**config.mk**
```make
export PLATFORM = sky130hd
export DESIGN_NAME = hog_frame_sched
export DESIGN_NICKNAME = d
export VERILOG_FILES = /design/src/rtl/hog_frame_sched_pkg.sv /design/src/rtl/hog_chunk_fetch.sv /design/src/rtl/hog_frame_sched.sv
export SDC_FILE = /design/constraint.sdc
export NUM_CORES = 2
export LEC_CHECK = 0
export ABC_AREA = 1
export BUFFER_PORTS_ARGS = -buffer_cell sky130_fd_sc_hd__buf_2
export CAP_MARGIN = 20
export CORE_ASPECT_RATIO = 1.5
export CORE_MARGIN = 5
export CORE_UTILIZATION = 45
export CTS_BUF_LIST = sky130_fd_sc_hd__clkbuf_16
export CTS_CLUSTER_SIZE = 10
export DETAILED_ROUTE_END_ITERATION = 8
export PLACE_DENSITY_LB_ADDON = 0.25
export SYNTH_ARGS = -nofsm -noshare
export SYNTH_HDL_FRONTEND = slang
export SYNTH_SLANG_ARGS = --single-unit
export TNS_END_PERCENT = 100
```
**constraint.sdc**
```tcl
create_clock -name clk -period 1.7 [get_ports clk]
set_input_delay 0.085 -clock clk [delete_from_list [all_inputs] [get_ports clk]]
set_output_delay 0.085 -clock clk [all_outputs]
set_load 0.1 [all_outputs]
```
**src/rtl/hog_frame_sched_pkg.sv**
```systemverilog
// Shared state encoding and default geometry for the HOG frame scheduler.
package hog_frame_sched_pkg;

  typedef enum logic [2:0] {
    S_IDLE,
    S_FETCH,
    S_WAIT_REQ,
    S_PRESENT,
    S_DRAIN,
    S_FIN
  } state_t;

  localparam int PIX_W_DEF = 8;
  localparam int PIX_N_DEF = 96;
  localparam int MEM_W_DEF = 64;

  localparam int DET_W = PIX_W_DEF * PIX_N_DEF;
  localparam int BEATS = DET_W / MEM_W_DEF;
  localparam bit DET_W_ALIGNED = (DET_W % MEM_W_DEF) == 0;

  function automatic int beats_of(input int det_w, input int mem_w);
    return det_w / mem_w;
  endfunction

endpackage

```
**src/rtl/hog_chunk_fetch.sv**
```systemverilog
// Fetches one pixel group as BEATS memory words into a staging register,
// one read outstanding at a time; the address runs on across groups.
module hog_chunk_fetch #(
  parameter int MEM_W = 64,
  parameter int MA_W  = 20,
  parameter int DET_W = 768,
  parameter int BEATS = 12
) (
  input  logic             clk,
  input  logic             rst,
  input  logic             load,
  input  logic [MA_W-1:0]  base,
  input  logic             go,
  input  logic             take,
  output logic             mem_rd,
  output logic [MA_W-1:0]  mem_addr,
  input  logic             mem_rvalid,
  input  logic [MEM_W-1:0] mem_rdata,
  output logic             stage_full,
  output logic [DET_W-1:0] stage
);

  localparam int BW = (BEATS > 1) ? $clog2(BEATS) : 1;
  localparam logic [BW-1:0] LAST_BEAT = BW'(BEATS - 1);

  logic          pending;
  logic [BW-1:0] beat;

  assign mem_rd = go && !stage_full && !pending;

  always_ff @(posedge clk) begin
    if (rst) begin
      mem_addr   <= '0;
      beat       <= '0;
      pending    <= 1'b0;
      stage_full <= 1'b0;
      stage      <= '0;
    end else if (load) begin
      mem_addr   <= base;
      beat       <= '0;
      pending    <= 1'b0;
      stage_full <= 1'b0;
    end else begin
      if (take)
        stage_full <= 1'b0;
      if (mem_rd) begin
        pending <= 1'b1;
      end else if (pending && mem_rvalid) begin
        // new word enters at the top so the first beat ends up lowest
        pending  <= 1'b0;
        stage    <= DET_W'({mem_rdata, stage} >> MEM_W);
        mem_addr <= mem_addr + 1'b1;
        if (beat == LAST_BEAT) begin
          beat       <= '0;
          stage_full <= 1'b1;
        end else begin
          beat <= beat + 1'b1;
        end
      end
    end
  end

endmodule

```
**src/rtl/hog_frame_sched.sv**
```systemverilog
// Frame scheduler: feeds pixel groups to the HOG/SVM detector, collects
// per-window results, and reports frame completion or drain timeout.
module hog_frame_sched
  import hog_frame_sched_pkg::*;
#(
  parameter int PIX_W   = PIX_W_DEF,
  parameter int PIX_N   = PIX_N_DEF,
  parameter int MEM_W   = MEM_W_DEF,
  parameter int MA_W    = 20,
  parameter int CHUNK_N = 1200,
  parameter int SW_W    = 11,
  parameter int SW_LAST = 1259,
  parameter int TO_W    = 12,
  parameter int HC_W    = 11
) (
  input  logic                   clk,
  input  logic                   rst,
  input  logic                   start,
  input  logic [MA_W-1:0]        frame_base,
  output logic                   mem_rd,
  output logic [MA_W-1:0]        mem_addr,
  input  logic                   mem_rvalid,
  input  logic [MEM_W-1:0]       mem_rdata,
  input  logic                   det_request,
  output logic                   det_ready,
  output logic [PIX_W*PIX_N-1:0] det_data,
  input  logic                   det_valid,
  input  logic                   det_is_person,
  input  logic [SW_W-1:0]        det_sw_id,
  output logic                   hit_valid,
  output logic [SW_W-1:0]        hit_sw_id,
  output logic [HC_W-1:0]        hit_count,
  output logic                   busy,
  output logic                   done,
  output logic                   err
);

  localparam int F_DET_W = PIX_W * PIX_N;
  localparam int F_BEATS = beats_of(F_DET_W, MEM_W);
  localparam int CC_W    = $clog2(CHUNK_N + 1);
  localparam logic [CC_W-1:0] CHUNK_LAST = CC_W'(CHUNK_N - 1);
  localparam logic [SW_W-1:0] SW_END     = SW_W'(SW_LAST);
  localparam logic [TO_W-1:0] TO_LAST    = {TO_W{1'b1}} - 1'b1;

  if (!DET_W_ALIGNED || (F_DET_W % MEM_W) != 0) begin : g_width_check
    $error("pixel group width must be a multiple of the memory width");
  end

  state_t               state;
  logic [CC_W-1:0]      chunk_cnt;
  logic [TO_W-1:0]      to_cnt;
  logic                 last_seen;
  logic                 start_ok;
  logic                 stage_full;
  logic [F_DET_W-1:0]   stage;
  logic                 watching;
  logic                 res_last;

  assign start_ok = (state == S_IDLE) && start;
  assign watching = (state == S_FETCH) || (state == S_WAIT_REQ) ||
                    (state == S_PRESENT) || (state == S_DRAIN);
  assign res_last = det_valid && (det_sw_id == SW_END);

  hog_chunk_fetch #(
    .MEM_W (MEM_W),
    .MA_W  (MA_W),
    .DET_W (F_DET_W),
    .BEATS (F_BEATS)
  ) u_fetch (
    .clk        (clk),
    .rst        (rst),
    .load       (start_ok),
    .base       (frame_base),
    .go         (state == S_FETCH),
    .take       (state == S_PRESENT),
    .mem_rd     (mem_rd),
    .mem_addr   (mem_addr),
    .mem_rvalid (mem_rvalid),
    .mem_rdata  (mem_rdata),
    .stage_full (stage_full),
    .stage      (stage)
  );

  always_ff @(posedge clk) begin
    if (rst) begin
      state     <= S_IDLE;
      chunk_cnt <= '0;
      to_cnt    <= '0;
      last_seen <= 1'b0;
      det_ready <= 1'b0;
      det_data  <= '0;
      hit_valid <= 1'b0;
      hit_sw_id <= '0;
      hit_count <= '0;
      busy      <= 1'b0;
      done      <= 1'b0;
      err       <= 1'b0;
    end else begin
      det_ready <= 1'b0;
      done      <= 1'b0;
      hit_valid <= 1'b0;

      if (watching && det_valid && det_is_person) begin
        hit_valid <= 1'b1;
        hit_sw_id <= det_sw_id;
        if (hit_count != {HC_W{1'b1}})
          hit_count <= hit_count + 1'b1;
      end
      // the final window can report before the last group is handed over
      if (watching && res_last)
        last_seen <= 1'b1;

      unique case (state)
        S_IDLE: begin
          if (start) begin
            state     <= S_FETCH;
            busy      <= 1'b1;
            hit_count <= '0;
            err       <= 1'b0;
            chunk_cnt <= '0;
            to_cnt    <= '0;
            last_seen <= 1'b0;
          end
        end
        S_FETCH: begin
          if (stage_full)
            state <= S_WAIT_REQ;
        end
        S_WAIT_REQ: begin
          if (det_request) begin
            state     <= S_PRESENT;
            det_ready <= 1'b1;
            det_data  <= stage;
          end
        end
        S_PRESENT: begin
          chunk_cnt <= chunk_cnt + 1'b1;
          if (chunk_cnt == CHUNK_LAST) begin
            state  <= S_DRAIN;
            to_cnt <= '0;
          end else begin
            state <= S_FETCH;
          end
        end
        S_DRAIN: begin
          if (last_seen || res_last) begin
            state <= S_FIN;
            done  <= 1'b1;
          end else if (det_valid) begin
            to_cnt <= '0;
          end else if (to_cnt == TO_LAST) begin
            to_cnt <= to_cnt + 1'b1;
            err    <= 1'b1;
            state  <= S_FIN;
            done   <= 1'b1;
          end else begin
            to_cnt <= to_cnt + 1'b1;
          end
        end
        S_FIN: begin
          state <= S_IDLE;
          busy  <= 1'b0;
        end
        default: state <= S_IDLE;
      endcase
    end
  end

endmodule

```
After elaboration in Yosys (flattened, before gate mapping)
Index checks and enable logic that the tools add are counted.

$add $sub $neg: 5. Equal/unequal tests: 20. Mux-type cells: 44. Bitwise logic cells: 4. Reductions and logical operators: 33.

Operators by type and width (count): $mux W20 (3); $mux W11 (5); $mux W12 (4); $pmux W12 S3 (1); $add A11 B1 Y11 const B (2); $eq A11 B11 Y1 const B (2); $pmux W11 S2 (1); $mux W3 (7); $add A20 B1 Y20 const B (1); $mux W1 (19); $pmux W3 S5 (1); $add A12 B1 Y12 const B (1); $eq A12 B12 Y1 const B (1); $ne A2 B2 Y1 const B (6); $ne A11 B11 Y1 const B (1); $reduce_and A2 Y1 (5); $reduce_and A5 Y1 (2); $reduce_bool A2 Y1 (5); $logic_and A1 B1 Y1 (8); $eq A3 B2 Y1 const B (2); $eq A3 B3 Y1 const B (2); $reduce_or A2 Y1 (3); $add A4 B1 Y4 const B (1); $eq A4 B4 Y1 const B (1); 13 further kinds (22).

Bits in registers: 1616. Input port bits: 102. Output and inout port bits: 816. Logic and storage cells: 123.

Logic depth before layout (Yosys ltp)
Word-level depth: 9. Gate-level depth with buffers: 11.

Modules after synthesis
From an unflattened synthesis, not the netlist that was laid out.

Cell total of the unflattened synthesis: 7353. Area, all modules: 57726.6 um^2.

By module, submodules not included: hog_frame_sched (times used 1, cells an instance 3768, area an instance 30098.9 um^2, sequential area each 16455.8 um^2); hog_chunk_fetch (times used 1, cells an instance 3585, area an instance 27627.7 um^2, sequential area each 15895.2 um^2).

Worst setup path before layout
Ideal clock, no wire load.

Path kind: register to register. Start point: reg u_fetch.mem_addr[0]. End point: reg u_fetch.mem_addr[14]. Data arrival time: 2.191 ns. Data required time: 1.568 ns. Slack: -0.623 ns. Cell stages (with the launch flop): 9. Buffers on the path: 0. Clock period less this slack: 2.323 ns. Cell sequence: dfxtp_1 > ha_1 > nand3_1 > nor3_1 > nand2_1 > nor2_1 > nand2_1 > nand3_1 > a21oi_1.

Word-level cells in the longest chain between the ends: 4.

Ends and longest elaborated chain: from (decl) (line hog_chunk_fetch.sv:16) `output logic [MA_W-1:0] mem_addr,`; from (signal assigned) (line hog_chunk_fetch.sv:39) `mem_addr <= base;`; from (signal assigned) (line hog_chunk_fetch.sv:52) `mem_addr <= mem_addr + 1'b1;`; $add A20 B1 Y20 (line hog_chunk_fetch.sv:52); $mux W20 (line hog_chunk_fetch.sv:48) `end else if (pending && mem_rvalid) begin`; $mux W20 (line hog_chunk_fetch.sv:46) `if (mem_rd) begin`; $mux W20 (line hog_chunk_fetch.sv:38) `end else if (load) begin`.

No other way between the ends. The select of a mux whose other input is x is not followed. A chain may end at the register's enable or synchronous reset.

Worst setup path in the final report
Start point: reg state[0]. End point: out mem_rd.

Word-level cells in the longest chain between the ends: 3.

Ends and longest elaborated chain: from (decl) (line hog_frame_sched.sv:49) `state_t state;`; from (signal assigned) (line hog_frame_sched.sv:86) `state <= S_IDLE;`; from (signal assigned) (line hog_frame_sched.sv:116) `state <= S_FETCH;`; from (signal assigned) (line hog_frame_sched.sv:127) `state <= S_WAIT_REQ;`; $eq A3 B1 Y1 (line hog_frame_sched.sv:74) `.go (state == S_FETCH),`; $logic_and A1 B1 Y1 (2 in series) (line hog_chunk_fetch.sv:29) `assign mem_rd = go && !stage_full && !pending;`; to (decl) (line hog_frame_sched.sv:20) `output logic mem_rd,`.

No other way between the ends.

==> report_table.html <==
<table>
<tr><th>Metric</th><th>Value</th></tr>
<tr><th colspan="2">Drt</th></tr>
<tr><td>Remaining design rule violation count</td><td>0</td></tr>
<tr><td>Remaining number of nets flagged by the antenna check after routing</td><td>0</td></tr>
<tr><td>Iteration-0 DRC Markers</td><td>around 4200</td></tr>
<tr><td>Detailed-route via count</td><td>approximately 54000</td></tr>
<tr><td>Post-detailed-routing wire length</td><td>210 mm</td></tr>
<tr><td>Final routed wire length divided by cell count</td><td>20.7 um</td></tr>
<tr><td>Number of optimization iterations in the first detailed-route pass</td><td>6</td></tr>
<tr><td>Number of vias per cell after detailed routing</td><td>about 5.3</td></tr>
<tr><th colspan="2">STA</th></tr>
<tr><td>Min Tclk post-route</td><td>~2000 ps</td></tr>
<tr><td>Final Setup Violations</td><td>roughly 1200</td></tr>
<tr><td>Least-Margin Pin Slew</td><td>approximately 630 ps</td></tr>
<tr><td>Max Clock Freq</td><td>508 MHz</td></tr>
<tr><td>Setup slack after layout</td><td>-269 ps</td></tr>
<tr><td>Worst clock skew</td><td>between 50 and 60 ps</td></tr>
<tr><td>Share of the clock period used by the worst path</td><td>1.16</td></tr>
<tr><td>Count of final hold-check violations</td><td>0</td></tr>
<tr><td>Unrepaired setup endpoints after global routing</td><td>yes</td></tr>
<tr><td>Count of pins over their slew limit</td><td>0</td></tr>
<tr><td>Worst relative slew slack</td><td>0.581</td></tr>
<tr><th colspan="2">Worst setup path</th></tr>
<tr><td>Critical path data arrival time</td><td>between 1500 and 2000 ps</td></tr>
<tr><td>Category of cells accounting for the largest share of critical-path delay</td><td>simple AND/OR/NAND/NOR gates</td></tr>
<tr><td>Slowest-stage cell, CP</td><td>sky130_fd_sc_hd__dfxtp_2</td></tr>
<tr><td>Critical Path Max Stage Delay</td><td>~340 ps</td></tr>
<tr><td>Critical path's most frequent cell</td><td>sky130_fd_sc_hd__nor2_4</td></tr>
<tr><td>Kind of start point of the critical path</td><td>register</td></tr>
<tr><td>Kind of capture point of the worst setup path</td><td>primary output</td></tr>
<tr><td>Worst endpoint required time</td><td>1620 ps</td></tr>
<tr><td>Register-to-register setup slack</td><td>-260 ps</td></tr>
<tr><td>Number of buffer and inverter stages on the critical path</td><td>4</td></tr>
<tr><td>Critical path, cell by cell</td><td>buf_6 &gt; inv_6 &gt; nor2_4 &gt; nand2_4 &gt; nor2_4 &gt; inv_4 &gt; nor2_4 &gt; buf_12</td></tr>
<tr><td>Kind of critical path</td><td>register to primary output</td></tr>
<tr><td>Largest fanout on the critical path</td><td>2</td></tr>
<tr><th colspan="2">Synth</th></tr>
<tr><td>Syn nets</td><td>approximately 7400</td></tr>
<tr><td>Number of distinct standard cells referenced by the synthesized netlist</td><td>37</td></tr>
<tr><td>Average size of a mapped cell</td><td>7.75 um^2</td></tr>
<tr><td>Commonest cells in the netlist</td><td>sky130_fd_sc_hd__nor2_1, sky130_fd_sc_hd__dfxtp_1, sky130_fd_sc_hd__o21ai_0, sky130_fd_sc_hd__clkbuf_1, sky130_fd_sc_hd__o21ai_1</td></tr>
<tr><td>Gate count of the mapped netlist</td><td>~7300</td></tr>
<tr><td>Total number of yosys warnings</td><td>0</td></tr>
<tr><td>Synthesized flop and latch total</td><td>1616</td></tr>
<tr><td>Async set-or-reset flop fraction in the synthesized netlist</td><td>0</td></tr>
<tr><td>Number of enable flip-flop cells after synthesis</td><td>0</td></tr>
<tr><td>Portion of the post-synthesis area used by sequential elements</td><td>0.571</td></tr>
<tr><td>Yosys top cell area share</td><td>0.571</td></tr>
<tr><td>Dominant register cell in the synthesized netlist</td><td>sky130_fd_sc_hd__dfxtp_1</td></tr>
<tr><td>Leading cell type by number of instances after synthesis</td><td>sky130_fd_sc_hd__nor2_1</td></tr>
<tr><td>Cell area after synthesis</td><td>56700 um^2</td></tr>
<tr><td>Most area-hungry cell type in the Yosys netlist</td><td>sky130_fd_sc_hd__dfxtp_1</td></tr>
<tr><td>Dominant cells by area after synthesis</td><td>sky130_fd_sc_hd__dfxtp_1, sky130_fd_sc_hd__nor2_1, sky130_fd_sc_hd__o21ai_0</td></tr>
<tr><th colspan="2">Global routing</th></tr>
<tr><td>Overflow left after global routing</td><td>0</td></tr>
<tr><td>Number of antenna violations at the first check in global routing</td><td>4</td></tr>
<tr><td>Global-route wire length before repair</td><td>slightly above 300 mm</td></tr>
<tr><td>Global router's overall resource usage</td><td>0.289</td></tr>
<tr><td>Vias in the first global route</td><td>approximately 50000</td></tr>
<tr><td>Largest net degree at the start of global routing</td><td>92</td></tr>
<tr><th colspan="2">Flow run</th></tr>
<tr><td>Max Cap Violations</td><td>0</td></tr>
<tr><th colspan="2">Pwr</th></tr>
<tr><td>Power Density</td><td>approximately 1700 nW/um^2</td></tr>
<tr><td>Internal Dissipation</td><td>approximately 0.074 W</td></tr>
<tr><td>Clock share of power</td><td>0.266</td></tr>
<tr><td>Peak VDD IR</td><td>approximately 0.0016 V</td></tr>
<tr><td>Share of total power in sequential cells</td><td>0.374</td></tr>
<tr><td>Comb pwr share</td><td>0.360</td></tr>
<tr><td>Net switching share of the total power</td><td>0.416</td></tr>
<tr><td>LEAKAGE</td><td>approximately 32 nW</td></tr>
<tr><td>Net switching power</td><td>0.0530 W</td></tr>
<tr><td>Total power draw</td><td>about 0.13 W</td></tr>
<tr><th colspan="2">Clock tree</th></tr>
<tr><td>Clock tree sinks</td><td>between 1500 and 2000</td></tr>
<tr><td>Num CTS Buffers</td><td>179</td></tr>
<tr><td>Clock Tree Root</td><td>sky130_fd_sc_hd__clkbuf_16</td></tr>
<tr><td>Maximum level of the CTS H-tree</td><td>4</td></tr>
<tr><td>Clock slew seen by the registers of the worst setup and hold paths</td><td>50 ps</td></tr>
<tr><td>Worst-skew pair later-pin latency</td><td>between 800 and 900 ps</td></tr>
<tr><td>Clock tree from TritonCTS</td><td>done</td></tr>
<tr><td>Clock Tree Buf Depth</td><td>3</td></tr>
<tr><th colspan="2">Floorplanning</th></tr>
<tr><td>Height of the chip</td><td>about 440 um</td></tr>
<tr><td>Core Rows</td><td>approximately 160</td></tr>
<tr><td>Overall die width</td><td>about 300 um</td></tr>
<tr><td>Area of the placeable core</td><td>125000 um^2</td></tr>
<tr><td>Effective utilization at floorplan</td><td>0.453</td></tr>
<tr><td>Top-level I/O count</td><td>roughly 920</td></tr>
<tr><td>Area of the die</td><td>about 130000 um^2</td></tr>
<tr><th colspan="2">Placement</th></tr>
<tr><td>Number of placed instances, taps included</td><td>just under 10000</td></tr>
<tr><td>Number of input and output port buffers inserted</td><td>approximately 900</td></tr>
<tr><td>Placed cell areas</td><td>around 65000 um^2</td></tr>
<tr><td>Final weighted congestion in routability-driven placement</td><td>around 0.87</td></tr>
<tr><td>Dpl hpwl</td><td>about 140 mm</td></tr>
<tr><th colspan="2">Run status</th></tr>
<tr><td>Failing checks</td><td>setup timing</td></tr>
<tr><td>Run status</td><td>complete, but fails checks</td></tr>
<tr><th colspan="2">Min path</th></tr>
<tr><td>Hold/Removal Path Class</td><td>input port to register</td></tr>
<tr><th colspan="2">Final layout</th></tr>
<tr><td>Final standard cell utilization of the core</td><td>0.616</td></tr>
<tr><td>Syn-to-layout area delta</td><td>36.0%</td></tr>
<tr><td>Share of layout cells above drive strength 1</td><td>0.229</td></tr>
<tr><td>Final net count</td><td>around 8600</td></tr>
<tr><td>Number of non-filler instances in the completed layout</td><td>roughly 10000</td></tr>
<tr><td>Design area</td><td>~77000 um^2</td></tr>
</table>
## path summary, 6_finish.rpt
kind / from / endpoint / cells past startpoint
min reg2reg: u_fetch.stage[0]$_SDFFE_PP0P_ / u_fetch.stage[0]$_SDFFE_PP0P_ / 2
max reg2reg: state[0]$_SDFFE_PP0P_ / u_fetch.stage[358]$_SDFFE_PP0P_ / 14
min: mem_rdata[37] / u_fetch.stage[741]$_SDFFE_PP0P_ / 4
max: state[0]$_SDFFE_PP0P_ / mem_rd / 8
## logic make-up (layout without fill, tap and decap cells)
kind of cell | count (synthesis) | count (layout) | share of synthesized area
adders and majority gates | 6 | 6 | 0.00132
xor gates and xnor gates | 20 | 20 | 0.00309
other | 0 | 6 | 0
DFF | 1616 | 1616 | 0.571
and+or+nand+nor | 3437 | 3438 | 0.230
buffers and inverters | 597 | 1801 | 0.0490
AOI/OAI and AO/OA | 1645 | 1645 | 0.146
## metrics by stage
stage          hold slack (ps)  setup slack [ps]  TNS (ps)
5_1_grt                   57.2              -335   -206090
6_report                  49.2              -269   -102870
2_1_floorplan              233             -15.8     -15.8
4_1_cts                  0.106              -370    -71600
3_3_place_gp               323              -374    -38470
3_5_place_dp               328              -439    -95280
## state kept, by name, summed over array words and instances, names as in the netlist
register,flops
busy,1
chunk_cnt,11
det_data,768
det_ready,1
done,1
err,1
hit_count,11
hit_sw_id,11
hit_valid,1
last_seen,1
state,3
to_cnt,12
u_fetch.beat,4
u_fetch.mem_addr,20
u_fetch.pending,1
u_fetch.stage,768
u_fetch.stage_full,1
## routing by layer
metal / track usage / up-vias / routed length (um)
met4: 0.156 / 0 / 12600
met2: 0.478 / 2262 / 98800
met3: 0.0610 / 482 / 16500
met1: 0.354 / 25400 / 81900
li1: - / 25800 / -
met5: 0 / - / 0
## cells in the final DEF (no fill, tap or decap), types with 4 or more instances in the layout
cell type                       netlist  layout
sky130_fd_sc_hd__o21ai_0           1265    1184
sky130_fd_sc_hd__buf_2              157     741
sky130_fd_sc_hd__buf_6               34      67
sky130_fd_sc_hd__dfxtp_1           1616    1570
sky130_fd_sc_hd__nand2_2              2       8
sky130_fd_sc_hd__nor2_1            3171    2950
sky130_fd_sc_hd__nor3_1               9       9
sky130_fd_sc_hd__inv_1               60      61
sky130_fd_sc_hd__o21ai_1            309     360
sky130_fd_sc_hd__a21oi_1             54      53
sky130_fd_sc_hd__dfxtp_4              0       5
sky130_fd_sc_hd__buf_8                0      23
sky130_fd_sc_hd__nand2_1            188     179
sky130_fd_sc_hd__xor2_1              17      17
sky130_fd_sc_hd__dfxtp_2              0      41
sky130_fd_sc_hd__diode_2              0       6
sky130_fd_sc_hd__buf_16               0      89
sky130_fd_sc_hd__clkbuf_16            0     223
sky130_fd_sc_hd__ha_1                 6       5
sky130_fd_sc_hd__inv_2                6       4
sky130_fd_sc_hd__nor2_2               1     109
sky130_fd_sc_hd__dlygate4sd3_1        0     105
sky130_fd_sc_hd__nand3_1             45      45
sky130_fd_sc_hd__buf_4               22     338
sky130_fd_sc_hd__clkinv_16            0       6
sky130_fd_sc_hd__bufbuf_16            0      11
sky130_fd_sc_hd__inv_6                0       4
sky130_fd_sc_hd__clkinv_8             0       4
sky130_fd_sc_hd__buf_12               0     115
sky130_fd_sc_hd__nand4_1             10      10
sky130_fd_sc_hd__o21ai_2              0      22
sky130_fd_sc_hd__nor2_4               1     114
sky130_fd_sc_hd__o21ai_4              0       8
sky130_fd_sc_hd__a31oi_1              8       8
## worst min-delay path: stages
cell                            delay [ps]
sky130_fd_sc_hd__dlygate4sd3_1         520
sky130_fd_sc_hd__buf_2                  90
sky130_fd_sc_hd__o21ai_1                60
sky130_fd_sc_hd__nor2_1                 70
## cell type report
| type | count | area, um^2 |
|---|---|---|
| fill | 10600 | 48000 |
| sequential | 1616 | 32400 |
| multi-input combinational | 5109 | 23000 |
| timing repair buffer | 1529 | 14500 |
| clock buffer | 183 | 4580 |
| tap | 1610 | 2010 |
| inverter | 69 | 337 |
| clock inverter | 17 | 238 |
| timing repair inverter | 3 | 61.3 |
| antenna | 6 | 15.0 |
## power by group through the flow
| stage | Clock, W | Combinational, W | Sequential, W |
|---|---|---|---|
| finish | 0.0338 | 0.0459 | 0.0476 |
| global route | 0.0358 | 0.0484 | 0.0480 |
| CTS | 0.0343 | 0.0438 | 0.0472 |
| detailed placement | 0 | 0.0397 | 0.0479 |
| global placement | 0 | 0.0394 | 0.0478 |
| floorplan | 0 | 0.0115 | 0.0660 |
## repair_timing
action	4_1_cts	5_1_grt
hold buffers	105	0
resized for setup	466	467
cloned	73	46
buffers inserted	55	39
endpoints found under the hold margin	572	0
setup endpoints to repair	2041	1973
pin swaps	7	66
Note: power is estimated with default switching activity, not from simulation.
